<file path="src/rtl/mips_pipe_pkg.sv">
// Shared constants and helpers for the N-way pipelined selector.
// Holds the skid-buffer state encoding, the select-width helper and the
// statistics counter width.
package mips_pipe_pkg;

  // Occupancy of the two-entry skid buffer
  localparam logic [1:0] ST_EMPTY = 2'd0;
  localparam logic [1:0] ST_ONE   = 2'd1;
  localparam logic [1:0] ST_TWO   = 2'd2;

  // Width of the optional drain / error counters
  localparam int unsigned STAT_W = 16;

  // Select field width: ceil(log2(n)), never below one bit
  function automatic int unsigned sel_width(input int unsigned n);
    int unsigned w;
    w = 32'($clog2(n));
    return (w < 1) ? 1 : w;
  endfunction

endpackage

</file>
<file path="src/rtl/mux_sel_n.sv">
// Combinational N-way selector.
// Ports:
//   a_flat : N packed WIDTH-bit sources, source i at [i*WIDTH +: WIDTH]
//   sel    : source index
//   data   : selected source, 0 when sel is out of range
//   err    : sel >= N
module mux_sel_n
  import mips_pipe_pkg::*;
#(
  parameter int unsigned WIDTH = 5,
  parameter int unsigned N     = 2,
  parameter int unsigned SEL_W = sel_width(N)
) (
  input  logic [N*WIDTH-1:0] a_flat,
  input  logic [SEL_W-1:0]   sel,
  output logic [WIDTH-1:0]   data,
  output logic               err
);

  // Compare against every legal index; out-of-range selects fall through to 0
  always_comb begin
    data = '0;
    err  = (32'(sel) >= N);
    for (int unsigned i = 0; i < N; i++) begin
      if (32'(sel) == i) begin
        data = a_flat[i*WIDTH +: WIDTH];
      end
    end
  end

endmodule

</file>
<file path="src/rtl/mux_pipe_n.sv">
// N-way selector registered behind a valid/ready handshake with a
// two-entry skid buffer (head drives y/y_err, skid absorbs one stall).
// Ports:
//   clk, rst            : rising-edge clock, asynchronous active-high reset
//   a_flat, sel         : packed sources and source index, sampled on accept
//   in_valid, in_ready  : upstream handshake (in_ready depends on state only)
//   y, y_err, out_valid : head beat and its out-of-range flag
//   out_ready           : downstream accepts the head
//   beat_cnt, err_cnt   : saturating drain counters, present only when
//                         MUX_PIPE_STATS_EN is defined
module mux_pipe_n
  import mips_pipe_pkg::*;
#(
  parameter int unsigned WIDTH = 5,
  parameter int unsigned N     = 2,
  // Derived from N; do not override
  parameter int unsigned SEL_W = sel_width(N)
) (
  input  logic               clk,
  input  logic               rst,
  input  logic [N*WIDTH-1:0] a_flat,
  input  logic [SEL_W-1:0]   sel,
  input  logic               in_valid,
  output logic               in_ready,
  output logic [WIDTH-1:0]   y,
  output logic               y_err,
  output logic               out_valid,
  input  logic               out_ready
`ifdef MUX_PIPE_STATS_EN
  ,
  output logic [STAT_W-1:0]  beat_cnt,
  output logic [STAT_W-1:0]  err_cnt
`endif
);

  logic [1:0]       state_q, state_d;
  logic [WIDTH-1:0] head_data_q, head_data_d;
  logic             head_err_q, head_err_d;
  logic [WIDTH-1:0] skid_data_q, skid_data_d;
  logic             skid_err_q, skid_err_d;

  logic [WIDTH-1:0] sel_data;
  logic             sel_err;
  logic             accept;
  logic             drain;

  mux_sel_n #(
    .WIDTH (WIDTH),
    .N     (N),
    .SEL_W (SEL_W)
  ) u_sel (
    .a_flat (a_flat),
    .sel    (sel),
    .data   (sel_data),
    .err    (sel_err)
  );

  // Handshake decoded from registered state only
  assign in_ready  = !rst && (state_q != ST_TWO);
  assign out_valid = (state_q != ST_EMPTY);
  assign accept    = in_valid && in_ready;
  assign drain     = out_valid && out_ready;

  assign y     = head_data_q;
  assign y_err = head_err_q;

  // State and payload register
  always_ff @(posedge clk or posedge rst) begin
    if (rst) begin
      state_q     <= ST_EMPTY;
      head_data_q <= '0;
      head_err_q  <= 1'b0;
      skid_data_q <= '0;
      skid_err_q  <= 1'b0;
    end else begin
      state_q     <= state_d;
      head_data_q <= head_data_d;
      head_err_q  <= head_err_d;
      skid_data_q <= skid_data_d;
      skid_err_q  <= skid_err_d;
    end
  end

  // Next state; invalid entries are zeroed so y reads 0 when empty
  always_comb begin
    state_d     = state_q;
    head_data_d = head_data_q;
    head_err_d  = head_err_q;
    skid_data_d = skid_data_q;
    skid_err_d  = skid_err_q;

    case (state_q)
      ST_EMPTY: begin
        if (accept) begin
          state_d     = ST_ONE;
          head_data_d = sel_data;
          head_err_d  = sel_err;
        end
      end

      ST_ONE: begin
        if (accept && drain) begin
          head_data_d = sel_data;
          head_err_d  = sel_err;
        end else if (accept) begin
          state_d     = ST_TWO;
          skid_data_d = sel_data;
          skid_err_d  = sel_err;
        end else if (drain) begin
          state_d     = ST_EMPTY;
          head_data_d = '0;
          head_err_d  = 1'b0;
        end
      end

      ST_TWO: begin
        // in_ready is low here, so only a drain can happen
        if (drain) begin
          state_d     = ST_ONE;
          head_data_d = skid_data_q;
          head_err_d  = skid_err_q;
          skid_data_d = '0;
          skid_err_d  = 1'b0;
        end
      end

      default: begin
        state_d     = ST_EMPTY;
        head_data_d = '0;
        head_err_d  = 1'b0;
        skid_data_d = '0;
        skid_err_d  = 1'b0;
      end
    endcase
  end

`ifdef MUX_PIPE_STATS_EN
  logic [STAT_W-1:0] beat_cnt_q;
  logic [STAT_W-1:0] err_cnt_q;

  // Saturating drain counters, updated on the drain edge
  always_ff @(posedge clk or posedge rst) begin
    if (rst) begin
      beat_cnt_q <= '0;
      err_cnt_q  <= '0;
    end else if (drain) begin
      if (beat_cnt_q != '1) begin
        beat_cnt_q <= beat_cnt_q + STAT_W'(1);
      end
      if (head_err_q && (err_cnt_q != '1)) begin
        err_cnt_q <= err_cnt_q + STAT_W'(1);
      end
    end
  end

  assign beat_cnt = beat_cnt_q;
  assign err_cnt  = err_cnt_q;
`endif

endmodule

</file>
<file path="config.mk">
export PLATFORM = sky130hd
export DESIGN_NAME = mux_pipe_n
export DESIGN_NICKNAME = d
export VERILOG_FILES = /design/src/rtl/mips_pipe_pkg.sv /design/src/rtl/mux_sel_n.sv /design/src/rtl/mux_pipe_n.sv
export SDC_FILE = /design/constraint.sdc
export NUM_CORES = 1
export LEC_CHECK = 0
export BUFFER_PORTS_ARGS = -buffer_cell sky130_fd_sc_hd__buf_2
export CORE_MARGIN = 2
export CORE_UTILIZATION = 53
export CTS_CLUSTER_DIAMETER = 80
export CTS_CLUSTER_SIZE = 12
export DETAILED_ROUTE_END_ITERATION = 6
export PLACE_DENSITY = 0.81
export SLEW_MARGIN = 20
export SYNTH_ARGS = -nofsm -noshare
export SYNTH_HDL_FRONTEND = slang
export SYNTH_SLANG_ARGS = --single-unit
</file>
<file path="constraint.sdc">
create_clock -name clk -period 2.2 [get_ports clk]
set_input_delay 0 -clock clk [delete_from_list [all_inputs] [get_ports clk]]
set_output_delay 0 -clock clk [all_outputs]
set_load 0.02 [all_outputs]
</file>
# Yosys cells after proc, flatten, opt, wreduce, memory -nomap -nowiden
# Cells that the tools add are included.
[word_totals]
ram_bits = 0
out_inout_bits = 8
memories = 0
input_bits = 15
latchBits = 0
reg_bits = 14
elab_cells = 49
romBits = 0
[op_classes]
addsub = 0
bitwise = 1
reduce_logical = 10
eq_ne = 10
n_mul = 0
magnitude_cmp = 0
div = 0
shifts = 0
mux = 23
[op_table]
columns = ["cell", "n"]
rows = [
  ["5-bit two-way mux", 7],
  ["5-bit case mux with 3 select lines", 2],
  ["4-bit AND reduction", 3],
  ["2-bit two-way mux", 5],
  ["2-bit inequality test, second input constant", 5],
  ["3-bit inequality test, second input constant", 3],
  ["1-bit two-way mux", 6],
  ["1-bit case mux with 3 select lines", 2],
  ["2-bit case mux with 3 select lines", 1],
  ["1-bit logical AND", 4],
  ["2-bit by 1-bit == test with 1-bit output, second input constant", 1],
  ["2-bit == test, second input constant", 1],
  ["2-bit logical NOT", 1],
  ["2-bit nonzero test", 1],
  ["1-bit logical NOT", 1],
  ["1-bit inverter", 1],
]

# Longest topological paths before layout
[logic_depth]
depth_word = 6
mapped_depth = 4
mapped_depth_nobuf = 3

# Cells and area by module
# A second synthesis with hierarchy kept.
[hier_totals]
cells_unflattened = 85
area_unflattened_um2 = 880.8
[modules_own_cells]
columns = ["mod", "area_each_um2", "seq_area_each_um2", "instances", "cells_per_inst"]
rows = [
  ["mux_pipe_n", 813.3, 350.3, 1, 78],
  ["mux_sel_n", 67.6, 0.0, 1, 7],
]

# Worst setup path before layout
# Ideal clock, no wire load.
[synth_timing]
path_kind = "register to register"
start = "register state_q[0]"
end = "register skid_data_q[3]"
slack_ps = 981
stages_incl_launch_ff = 4
t_required_ps = 2075
setup_time_ps = 125
arrival_time_ps = 1094
n_path_buf = 1
period_less_slack_ps = 1219
path_cell_list = "dfrtp_1 > buf_6 > o22a_2 > mux2_4"
[synth_via]
elab_chain_len = 6
elab_cells_between_ends = 15
classes_between = "eq/ne: 6; mux: 1; bitwise: 1; reduce/logical: 7"
[synth_lines]
columns = ["element", "line_no", "rtl"]
rows = [
  ["start, declared", "mux_pipe_n.sv:36", "logic [1:0] state_q, state_d;"],
  ["start signal, assigned", "mux_pipe_n.sv:76", "state_q <= state_d;"],
  ["2-bit inequality test", "mux_pipe_n.sv:59", "assign in_ready = !rst && (state_q != ST_TWO);"],
  ["1-bit logical AND", "mux_pipe_n.sv:59", ""],
  ["1-bit logical AND", "mux_pipe_n.sv:61", "assign accept = in_valid && in_ready;"],
  ["1-bit logical AND", "mux_pipe_n.sv:102", "if (accept && drain) begin"],
  ["2-bit inequality test (no line)", "-", ""],
  ["4-bit AND reduction (no line)", "-", ""],
  ["end signal, assigned", "mux_pipe_n.sv:79", "skid_data_q <= skid_data_d;"],
  ["end, declared", "mux_pipe_n.sv:39", "logic [WIDTH-1:0] skid_data_q, skid_data_d;"],
]
# Parallel ways exist; a longest one is shown, timed or not.
# A chain may end at the register's enable or synchronous reset.

# Final worst setup path
[layout_timing]
start = "input rst"
end = "register head_data_q[2], in the netlist y[2]"
[layout_via]
elab_chain_len = 6
elab_cells_between_ends = 10
classes_between = "eq/ne: 3; mux: 2; reduce/logical: 5"
[layout_lines]
columns = ["element", "line_no", "rtl"]
rows = [
  ["start, declared", "mux_pipe_n.sv:20", "input logic rst,"],
  ["1-bit logical NOT (no line) (*)", "-", ""],
  ["1-bit logical AND (*)", "mux_pipe_n.sv:59", ""],
  ["1-bit logical AND (*)", "mux_pipe_n.sv:61", ""],
  ["1-bit logical AND", "mux_pipe_n.sv:102", ""],
  ["3-bit inequality test (no line) / 5-bit two-way mux (equally long branches)", "-", ""],
  ["4-bit AND reduction (no line) / 5-bit case mux with 3 select lines (equally long branches)", "-", ""],
  ["end signal, assigned", "mux_pipe_n.sv:77", "head_data_q <= head_data_d;"],
  ["end, declared", "mux_pipe_n.sv:37", "logic [WIDTH-1:0] head_data_q, head_data_d;"],
]
# Mark *: on every way between the ends. The rest lies on a longest branch, timed or not.

==> results.txt <==
- The share of the Yosys chip area taken by registers is 0.380.
- Mapped Area: 790 um^2
- Measured on the finished design, the core utilization comes to 0.678.
- Critical path class: input pin to flip-flop
- The number of gates resized after CTS was 0.
- Primary FF master, synth: dfrtp_1
- Summing all non-filler instances in the final layout gives an area of ~920 um^2.
- Core ar.: approximately 1400 um^2
* Number of levels in the clock H-tree: 1
- The netlist uses 28 different library cells.
- Post-route DRC: 0
* Rel. slew slack: 0.592
- Counting every sink on the clock net gives 12.
- In this run, placement finished with an instance count of about 110.
- Avg Vias per Cell: roughly 5.3
* Filler cell count: between 100 and 150
- Nets@finish: approximately 110
* Antenna diode count: 0
- Of the total power, combinational logic draws 0.341.
* Count of yosys warnings during synthesis: 0
- IR analysis of the VDD net gives a maximum drop of ~0.38 mV.
- Sequential power share: 0.459
* Share of post-route cells with drive strength above 1: 0.406
- Synthesis produced 75 cells.
* Die Outline Area: 1810 um^2
* Number of clock buffers inserted by TritonCTS: 3
- Entering global routing, the biggest net connects 13 pins.
- The completed layout was analyzed and its total power is about 660 uW.
- After detailed routing, the total wire length is 1.53 mm.
- First-pass GRT wire length: 2.66 mm
* Standard-cell rows: 13
* Total congestion overflow after global routing: 0
- Each instance of the synthesized netlist takes up on average 10.5 um^2.
- # setup viols final: 0
- After clock tree synthesis, the clock-pin slew on the worst setup and hold paths is roughly 70 ps.
- RePlAce Congestion: approximately 0.85
- Number of iterations in the first detailed-routing pass: 4
* Clock latency on the worst-skew pair: approximately 270 ps
- Share of the clock period used by the worst path after layout: 0.639
- Die outline height: 42.6 um
* Top Ports: 23
- Die width: ~43 um
- Maximum number of buffers from clock root to sink: 2
- Slew at the pin with the worst max-slew slack: around 600 ps
* Crit path required time: 2350 ps
- Ordered list of cells on the worst path: dlygate4sd3_1 -> buf_2 -> nor2b_1 -> o211a_4 -> o311ai_2
- Total Routing Usage GR: 0.201
- Setup repair after global routing left no endpoint under its margin.
* Count of final hold-check violations: 0
* Min Clock Period, post-route: roughly 1400 ps
* Hold slack final: 152 ps
* Status: completed
- The worst setup path is captured at a flip-flop.
- For this block, the initial DRC count from the detailed router was 7.
- Int Power: 440 uW
* Clock share of power: 0.199
- Compared with the post-synthesis result, the final layout area differs by 16.0%.
- Clock tree root buffer cell: clkbuf_4
- The count of pins over their slew limit came to 0.
- In this run the power spent charging and discharging nets is 224 uW.
* Critical path peak fanout: 8
- Once routing completed, OpenROAD measured the worst setup slack at roughly 800 ps.
- The initial utilization of the core area, before any placement, comes to 0.585.
- DR WL/cell: between 10 and 15 um
- The number of antenna violations at the first check in global routing was 0.
* Total cell area at the placement stage: 873 um^2
- TritonCTS built the clock tree.
- Worst hold path stage count: 4
* Length in cells of the worst reg-to-reg path: 2
- The analysis attributes to cell leakage a power of roughly 0.44 nW.
- Static timing analysis puts the maximum clock frequency at approximately 710 MHz.
* Skew final: between 0.6 and 0.7 ps
- Power spread over the standard cell area amounts to approximately 720 nW/um^2.
* Vias in the first global route: 573
- STA classifies the critical path startpoint as an input pin.
* Synthesized Nets: 90
- Number of enable-type register cells in the synthesized netlist: 0
* Switching part of the total power: 0.337
* Reported max-cap violation count: 0
- The detailed router placed between 500 and 600 vias in this run.
- Final Instance Count excl. Fillers: approximately 110
* Slowest cell on the critical path: dlygate4sd3_1
- Once detailed placement completed, the half-perimeter wirelength came to roughly 1.2 mm.
* Buffers on Ports: 21
- Flops & latches, synth: 12
* Antenna viol nets, final: 0
* Final total negative setup slack: 0 ps
- OpenSTA, run right after detailed placement, puts the worst setup slack at approximately 930 ps.
- Data arrival time of the worst path: 1550 ps
- The worst hold path belongs to the class input pin to flip-flop.
- In this design, the stage delay of the slowest critical-path cell is 530 ps.
- After synthesis, the share of flip-flops with an asynchronous set or reset is 1.00.
## repair_timing
item | in CTS | in global routing
setup buffers | 0 | 0
hold buffers | 2 | 0
hold endpoints to repair | 13 | 0
## layout by cell type (no fill, tap or decap), drive strengths merged
| master | n |
|---|---|
| nor3b | 1 |
| nand4bb | 2 |
| conb | 1 |
| nand2 | 5 |
| o21ai | 3 |
| clkbuf | 3 |
| dfrtp | 12 |
| mux2i | 2 |
| inv | 10 |
| a21oi | 1 |
| nand4 | 6 |
| dlygate4sd3 | 2 |
| o211a | 1 |
| nor2b | 3 |
| nor2 | 6 |
| buf | 21 |
| o311ai | 5 |
| mux2 | 5 |
| xnor2 | 1 |
| and3b | 1 |
| o22a | 1 |
| a21o | 1 |
| or2 | 1 |
| nand2b | 2 |
## cell usage after synthesis (2+ instances only)
cell,number,area share
nand4bb_1,2,0.029
nor2b_1,3,0.024
buf_6,2,0.029
nand4_1,6,0.048
mux2i_1,2,0.025
nor2_1,5,0.024
inv_1,10,0.048
mux2_4,3,0.057
dfrtp_1,12,0.38
buf_2,2,0.013
o311ai_2,5,0.10
o21ai_1,3,0.019
nand2_1,5,0.024
## power by group through the flow
stage | sequential (mW) | clock, mW | combinational, mW
detailed placement | 0.307 | 0 | 0.227
floorplan | 0.321 | 0 | 0.161
CTS | 0.305 | 0.134 | 0.230
global route | 0.311 | 0.147 | 0.246
global placement | 0.305 | 0 | 0.224
finish | 0.305 | 0.132 | 0.226
## state kept, by name, indices dropped and copies added, names as in the netlist
signal,count
skid_data_q,5
state_q,2
y,5
## kinds of logic after synthesis
family | after synthesis | share of synthesized area
simple gates | 27 | 0.222
buf+inv | 15 | 0.0983
compound gates | 12 | 0.173
flops | 12 | 0.380
mux | 7 | 0.111
xor+xnor | 1 | 0.0111
other cells | 1 | 0.00475
## per-layer routing
layer,vias up,GRT usage,share of wire
met5,-,0,0
met4,0,0.0938,0.024
met3,5,0.0431,0.064
met2,21,0.323,0.42
met1,265,0.254,0.50
li1,301,-,-
## critical path: cells and delay by family
kind                   cells  cell delay (ps)
AO/OA/AOI/OAI              2              380
AND/OR/NAND/NOR            1              490
buffers and inverters      2              680
## area by class of cell
| cell class | instances | area, um^2 | area share |
|---|---|---|---|
| repair buffers | 23 | 125 | 0.137 |
| well taps | 15 | 18.8 | 0.0205 |
| clock buffers | 3 | 22.5 | 0.0246 |
| inverters | 10 | 37.5 | 0.0410 |
| multi-input cells | 48 | 412 | 0.449 |
| flip-flops and latches | 12 | 300 | 0.328 |
## worst paths after layout
path	slack, ps	to	start
max	790	y[2]$_DFFE_PP0P_	rst
min	150	skid_data_q[4]$_DFFE_PP0P_	a_flat[4]
max reg2reg	930	skid_data_q[4]$_DFFE_PP0P_	state_q[0]$_DFFE_PP0P_
min reg2reg	500	y[0]$_DFFE_PP0P_	skid_data_q[0]$_DFFE_PP0P_
max in group asynchronous	1590	skid_data_q[3]$_DFFE_PP0P_	rst
min in group asynchronous	310	state_q[1]$_DFFE_PP0P_	rst
(Power assumes the default switching activity.)
